## src/rtl/out_fifo_pkg.sv

```systemverilog
// -----------------------------------------------------------------------------
// out_fifo_pkg
// Shared sizing helpers for the core output-port FIFO:
//   addr_width  - port address width, $clog2(n_ports) but never below 1
//   occ_width   - occupancy counter width, able to hold the value `depth`
//   entry_width - width of one packed {addr, data} storage entry
// -----------------------------------------------------------------------------
package out_fifo_pkg;

  localparam int NUBITS_DEFAULT = 32;
  localparam int NUIOOU_DEFAULT = 8;
  localparam int FDEPTH_DEFAULT = 16;
  localparam int AFULL_DEFAULT  = 12;

  function automatic int addr_width(input int n_ports);
    if (n_ports <= 1) begin
      return 1;
    end else begin
      return $clog2(n_ports);
    end
  endfunction

  function automatic int occ_width(input int depth);
    return $clog2(depth) + 1;
  endfunction

  function automatic int entry_width(input int aw, input int dw);
    return aw + dw;
  endfunction

endpackage

```

## src/rtl/out_fifo_regfile.sv

```systemverilog
// -----------------------------------------------------------------------------
// fifo_regfile
// Dual-port register array: synchronous write port, asynchronous read port.
// Contents are deliberately not reset; the control logic never presents an
// unwritten entry as valid.
// Ports:
//   clk     - write clock
//   we_i    - write enable
//   waddr_i - write index
//   wdata_i - write data
//   raddr_i - read index
//   rdata_o - read data (combinational from the array)
// -----------------------------------------------------------------------------
module fifo_regfile #(
  parameter int WIDTH = 35,
  parameter int DEPTH = 16,
  localparam int IW   = $clog2(DEPTH)
) (
  input  logic             clk,
  input  logic             we_i,
  input  logic [IW-1:0]    waddr_i,
  input  logic [WIDTH-1:0] wdata_i,
  input  logic [IW-1:0]    raddr_i,
  output logic [WIDTH-1:0] rdata_o
);

  logic [WIDTH-1:0] mem_q [DEPTH];

  // Storage write port.
  always_ff @(posedge clk) begin
    if (we_i) begin
      mem_q[waddr_i] <= wdata_i;
    end
  end

  assign rdata_o = mem_q[raddr_i];

endmodule

```

## src/rtl/out_fifo.sv

```systemverilog
// -----------------------------------------------------------------------------
// out_fifo
// Buffers every core output write {port address, data} in a circular FIFO and
// drains it to external sinks through a show-ahead valid/ready handshake. The
// core cannot be stalled, so a write arriving while the FIFO is full (and
// nothing is leaving) is dropped and recorded in a sticky overflow flag.
// FDEPTH must be a power of two and >= 2 so the pointers wrap naturally.
// Ports:
//   clk, rst             - clock, asynchronous active-high reset
//   out_en/addr_out/data_out - core write strobe, port address, data word
//   o_valid/o_ready      - head entry present / consumer accepts head
//   o_addr/o_data        - head entry contents (don't-care when !o_valid)
//   count/full/almost_full - occupancy and derived level flags
//   overflow/ovf_clr     - sticky dropped-write flag and its clear
// -----------------------------------------------------------------------------
module out_fifo
  import out_fifo_pkg::*;
#(
  parameter int  NUBITS = NUBITS_DEFAULT,
  parameter int  NUIOOU = NUIOOU_DEFAULT,
  parameter int  FDEPTH = FDEPTH_DEFAULT,
  parameter int  AFULL  = AFULL_DEFAULT,
  localparam int AW     = addr_width(NUIOOU),
  localparam int CW     = occ_width(FDEPTH)
) (
  input  logic              clk,
  input  logic              rst,
  input  logic              out_en,
  input  logic [AW-1:0]     addr_out,
  input  logic [NUBITS-1:0] data_out,
  output logic              o_valid,
  input  logic              o_ready,
  output logic [AW-1:0]     o_addr,
  output logic [NUBITS-1:0] o_data,
  output logic [CW-1:0]     count,
  output logic              full,
  output logic              almost_full,
  output logic              overflow,
  input  logic              ovf_clr
);

  localparam int PW = $clog2(FDEPTH);
  localparam int EW = entry_width(AW, NUBITS);

  logic [PW-1:0] wr_ptr_q, wr_ptr_d;
  logic [PW-1:0] rd_ptr_q, rd_ptr_d;
  logic [CW-1:0] count_q, count_d;
  logic          overflow_q, overflow_d;

  logic          push_s;
  logic          pop_s;
  logic          drop_s;
  logic [EW-1:0] wr_entry_s;
  logic [EW-1:0] rd_entry_s;

  // Level flags come from the count register only, never from out_en/o_ready.
  assign o_valid     = (count_q != {CW{1'b0}});
  assign full        = (count_q == CW'(FDEPTH));
  assign almost_full = (count_q >= CW'(AFULL));
  assign count       = count_q;
  assign overflow    = overflow_q;

  assign pop_s  = o_valid & o_ready;
  // A full FIFO still accepts a write when the head leaves in the same cycle.
  assign push_s = out_en & (~full | pop_s);
  assign drop_s = out_en & full & ~pop_s;

  assign wr_entry_s = {addr_out, data_out};
  assign o_addr     = rd_entry_s[EW-1:NUBITS];
  assign o_data     = rd_entry_s[NUBITS-1:0];

  fifo_regfile #(
    .WIDTH (EW),
    .DEPTH (FDEPTH)
  ) u_regfile (
    .clk     (clk),
    .we_i    (push_s),
    .waddr_i (wr_ptr_q),
    .wdata_i (wr_entry_s),
    .raddr_i (rd_ptr_q),
    .rdata_o (rd_entry_s)
  );

  // Next-state for pointers, occupancy and the sticky overflow flag.
  always_comb begin
    wr_ptr_d   = wr_ptr_q;
    rd_ptr_d   = rd_ptr_q;
    count_d    = count_q;
    overflow_d = overflow_q;

    if (push_s) begin
      wr_ptr_d = wr_ptr_q + PW'(1);
    end else begin
      wr_ptr_d = wr_ptr_q;
    end

    if (pop_s) begin
      rd_ptr_d = rd_ptr_q + PW'(1);
    end else begin
      rd_ptr_d = rd_ptr_q;
    end

    case ({push_s, pop_s})
      2'b10:   count_d = count_q + CW'(1);
      2'b01:   count_d = count_q - CW'(1);
      default: count_d = count_q;
    endcase

    // Set beats clear when both happen in the same cycle.
    if (drop_s) begin
      overflow_d = 1'b1;
    end else if (ovf_clr) begin
      overflow_d = 1'b0;
    end else begin
      overflow_d = overflow_q;
    end
  end

  // Control state registers.
  always_ff @(posedge clk or posedge rst) begin
    if (rst) begin
      wr_ptr_q   <= {PW{1'b0}};
      rd_ptr_q   <= {PW{1'b0}};
      count_q    <= {CW{1'b0}};
      overflow_q <= 1'b0;
    end else begin
      wr_ptr_q   <= wr_ptr_d;
      rd_ptr_q   <= rd_ptr_d;
      count_q    <= count_d;
      overflow_q <= overflow_d;
    end
  end

endmodule

```

## config.mk

```make
export PLATFORM = sky130hd
export DESIGN_NAME = out_fifo
export DESIGN_NICKNAME = d
export VERILOG_FILES = /design/src/rtl/out_fifo_pkg.sv /design/src/rtl/out_fifo_regfile.sv /design/src/rtl/out_fifo.sv
export SDC_FILE = /design/constraint.sdc
export NUM_CORES = 1
export LEC_CHECK = 0
export CAP_MARGIN = 20
export CORE_UTILIZATION = 35
export CTS_BUF_LIST = sky130_fd_sc_hd__clkbuf_16
export CTS_CLUSTER_SIZE = 30
export DETAILED_ROUTE_END_ITERATION = 16
export MAX_ROUTING_LAYER = met4
export SLEW_MARGIN = 10
export SYNTH_ARGS = -nofsm -noshare
export SYNTH_HDL_FRONTEND = slang
export SYNTH_HIERARCHICAL = 1
export SYNTH_SLANG_ARGS = --single-unit
```

## constraint.sdc

```tcl
create_clock -name clk -period 6.16 [get_ports clk]
set_clock_uncertainty 0.2 [all_clocks]
set_input_delay 1.848 -clock clk [delete_from_list [all_inputs] [get_ports clk]]
set_output_delay 1.848 -clock clk [all_outputs]
set_load 0.05 [all_outputs]
```

==> flow_summary_export.csv <==
group,metric,value,unit
run_status,status,"complete, no violations",
global_route,overflow,0,
yosys,seq_area_frac_synth,77.2,%
pwr,power,0.0128,W
placement,dp.final_hpwl,26200,um
global_route,busiest_layer,"met2",
global_route,met2_usage,25.1,%
floorplanning,start_util,35.3,%
yosys,synth.avg_cell_area,23.1,um2
clock_tree,htree_levels,2,
clock_tree,cts_tree,"built",
floorplanning,core_area,0.0630,mm2
sta,period_needed,5540,ps
sta,max_freq,181,MHz
detailed_routing,vias_per_cell,5.15,
clock_tree,numCtsBuffers,57,
min_path,min_path_type,"flip-flop to flip-flop",
global_route,use_met1,20.9,%
clock_tree,hold_buffers,0,
global_route,grt_pass1_vias,10600,
run,maxCapViolCount,0,
floorplanning,dieArea,0.0645,mm2
detailed_routing,dr.pass1.iters,5,
min_path,hp-start,"wr_ptr_q[3]$_DFFE_PP0P_",
finish,fillers,5474,
finish,syn_to_final_growth,17.3,%
clock_tree,cts_root_buffer,"clkbuf_16",
setup_path,cp_max_fo,30,
global_route,antenna_found_initial,2,
clock_tree,cts_buffer_depth,3,
detailed_routing,wirelength,48200,um
min_path,min_path_cells,1,
yosys,yosysUniqueCellTypes,45,
setup_path,worstPathArrival,3490,ps
sta,worst_pin_slew,932,ps
yosys,ys_async_sr_fraction,2.44,%
clock_tree,post_cts.repair.setup_buffers,0,
yosys,ys_warn_count,6,
sta,maxSlewViolCount,0,
sta,timing.final.crit_share,89.9,%
detailed_routing,antenna_left,0,
pwr,leakagePower,8.38,nW
floorplanning,fp.dieH,254,um
min_path,min_to,"wr_ptr_q[3]$_DFFE_PP0P_",
floorplanning,die_w,254,um
global_route,grt.met3_usage,2.72,%
detailed_routing,vias,10200,
placement,place.gp.congestion,0.720,
clock_tree,cts_resized,0,
finish,register_area,0.0172,mm2
yosys,synth_seq_cells,574,
clock_tree,path_clk_slew,60,ps
yosys,synth.net_count,1010,
sta,setup_tns,0,ps
clock_tree,cts.sinks,574,
yosys,syn_inst,964,
floorplanning,rows,92,
setup_path,critPathKind,"flip-flop to output pin",
sta,setup_violations,0,
setup_path,r2r_end,"count[4]$_DFFE_PP0P_",
sta,rsz0062_at_grt,"false",
detailed_routing,drc_errors,0,
global_route,grt_pass1_wl,71100,um
setup_path,crit_path_end_kind,"output pin",
finish,layout_common_cells,"edfxtp_1 (560), clkdlybuf4s50_1 (83), mux4_2 (83)",
setup_path,worstPathRequired,4110,ps
setup_path,start_kind,"flip-flop",
yosys,ys_top_cells_by_area,"edfxtp_1 (76%), mux4_2 (8.4%), mux4_1 (6.7%)",
yosys,ys.flop_type,"edfxtp_1",
pwr,peakVddDrop,0.347,mV
detailed_routing,drtIter0Drc,739,
global_route,grt_max_degree,57,
setup_path,worstReg2RegStart,"count[0]$_DFFE_PP0P_",
setup_path,r2r_slack,2770,ps
placement,numPortBuffers,83,
clock_tree,insertion_delay,600,ps
finish,layout_commonest_cell,"edfxtp_1",
sta,hold_viol,0,
yosys,mappedNetlistArea,0.0222,mm2
finish,drive_above_1_share,20.1,%
sta,max-slew-margin-rel,37.7,%
yosys,synth_edf_count,560,
setup_path,reg2regPathDepth,8,
detailed_routing,wl_per_cell,24.3,um
yosys,synth_top_area_share,75.7,%
pwr,power_density,491,mW/mm2
finish,multiInputGateArea,0.00479,mm2
global_route,gr-usage-all-layers,15.7,%
yosys,yosys.area.top_type,"edfxtp_1",
floorplanning,num_io_pins,84,
finish,fin_nets,1138,
[how the worst max path moves through the flow]
stage          cells past startpoint                    start                                to  slack [ps]
5_1_grt                            5  rd_ptr_q[0]$_DFFE_PP0N_                         o_data[2]         390
4_1_cts                            5  rd_ptr_q[0]$_DFFE_PP0N_                         o_data[7]         520
6_report                           5  rd_ptr_q[0]$_DFFE_PP0N_                         o_data[7]         620
3_3_place_gp                       5  rd_ptr_q[0]$_DFFE_PP0N_                         o_data[7]        1110
2_1_floorplan                      4                   out_en   u_regfile/mem_q[0][0]$_DFFE_PP_         220
3_5_place_dp                       5                   out_en  u_regfile/mem_q[2][20]$_DFFE_PP_        1100
[metal layers]
layer,wire (um),part of all wire (%)
met1,21300,44
met2,23800,49
met3,2210,4.6
met4,907,1.9
met5,0,0
[power breakdown]
part	internal (W)	leakage (nW)	switching [W]	total [W]
Combinational	0.00176	2.23	0.00268	0.00444
Clock	0.00189	0.917	0.00145	0.00334
Sequential	0.00474	5.23	0.000287	0.00503
Total	0.00839	8.38	0.00441	0.0128
[kinds of logic after synthesis]
kind of cell / share of synthesized area [%]
buffers and inverters: 1.82
AO/OA/AOI/OAI: 3.21
flip-flops: 77.2
AND/OR/NAND/NOR: 1.79
XOR/XNOR: 0.315
adder cells (fa/ha/maj): 0.371
multiplexers: 15.3
[cell usage after synthesis (4+ instances only)]
master / count
edfxtp_1: 560
mux4_2: 83
dfrtp_1: 14
nand2_1: 44
nor2_1: 14
inv_1: 5
xor2_1: 4
nor3_1: 4
a21oi_1: 6
buf_2: 13
xnor2_1: 4
nand2b_1: 4
ha_1: 5
mux4_1: 57
a22oi_1: 70
buf_12: 11
clkbuf_1: 21
[sequential cells by signal (all words and copies together) (netlist names)]
name / flops
overflow: 1
wr_ptr_q: 4
rd_ptr_q: 4
count: 5
u_regfile/mem_q: 560
[metrics by stage]
step	std cells	setup WS [ps]	hold WS [ps]	utilization [%]	instance area [um2]
floorplan	964	222	292	-	22200
global placement	1879	1110	315	38.6	24300
detailed placement	1879	1100	326	38.6	24300
CTS	1981	517	339	41.4	26100
global route	1983	392	374	41.4	26100
finish	1983	623	343	41.4	26100
[cell type report]
type,count,area share (%)
antenna,2,0.0192
clock buffer,57,5.47
clock inverter,45,1.39
inverter,5,0.0720
multi-input combinational,336,18.4
sequential,574,65.9
tap,846,4.06
timing repair buffer,118,4.77
[critical path, cell delays in order, from the launching register on]
cell,delay (ps)
dfrtp_4,820
buf_4,380
mux4_1,610
a22oi_1,150
nand2_1,160
clkdlybuf4s50_1,740
Power figures use the tool's default switching activity.
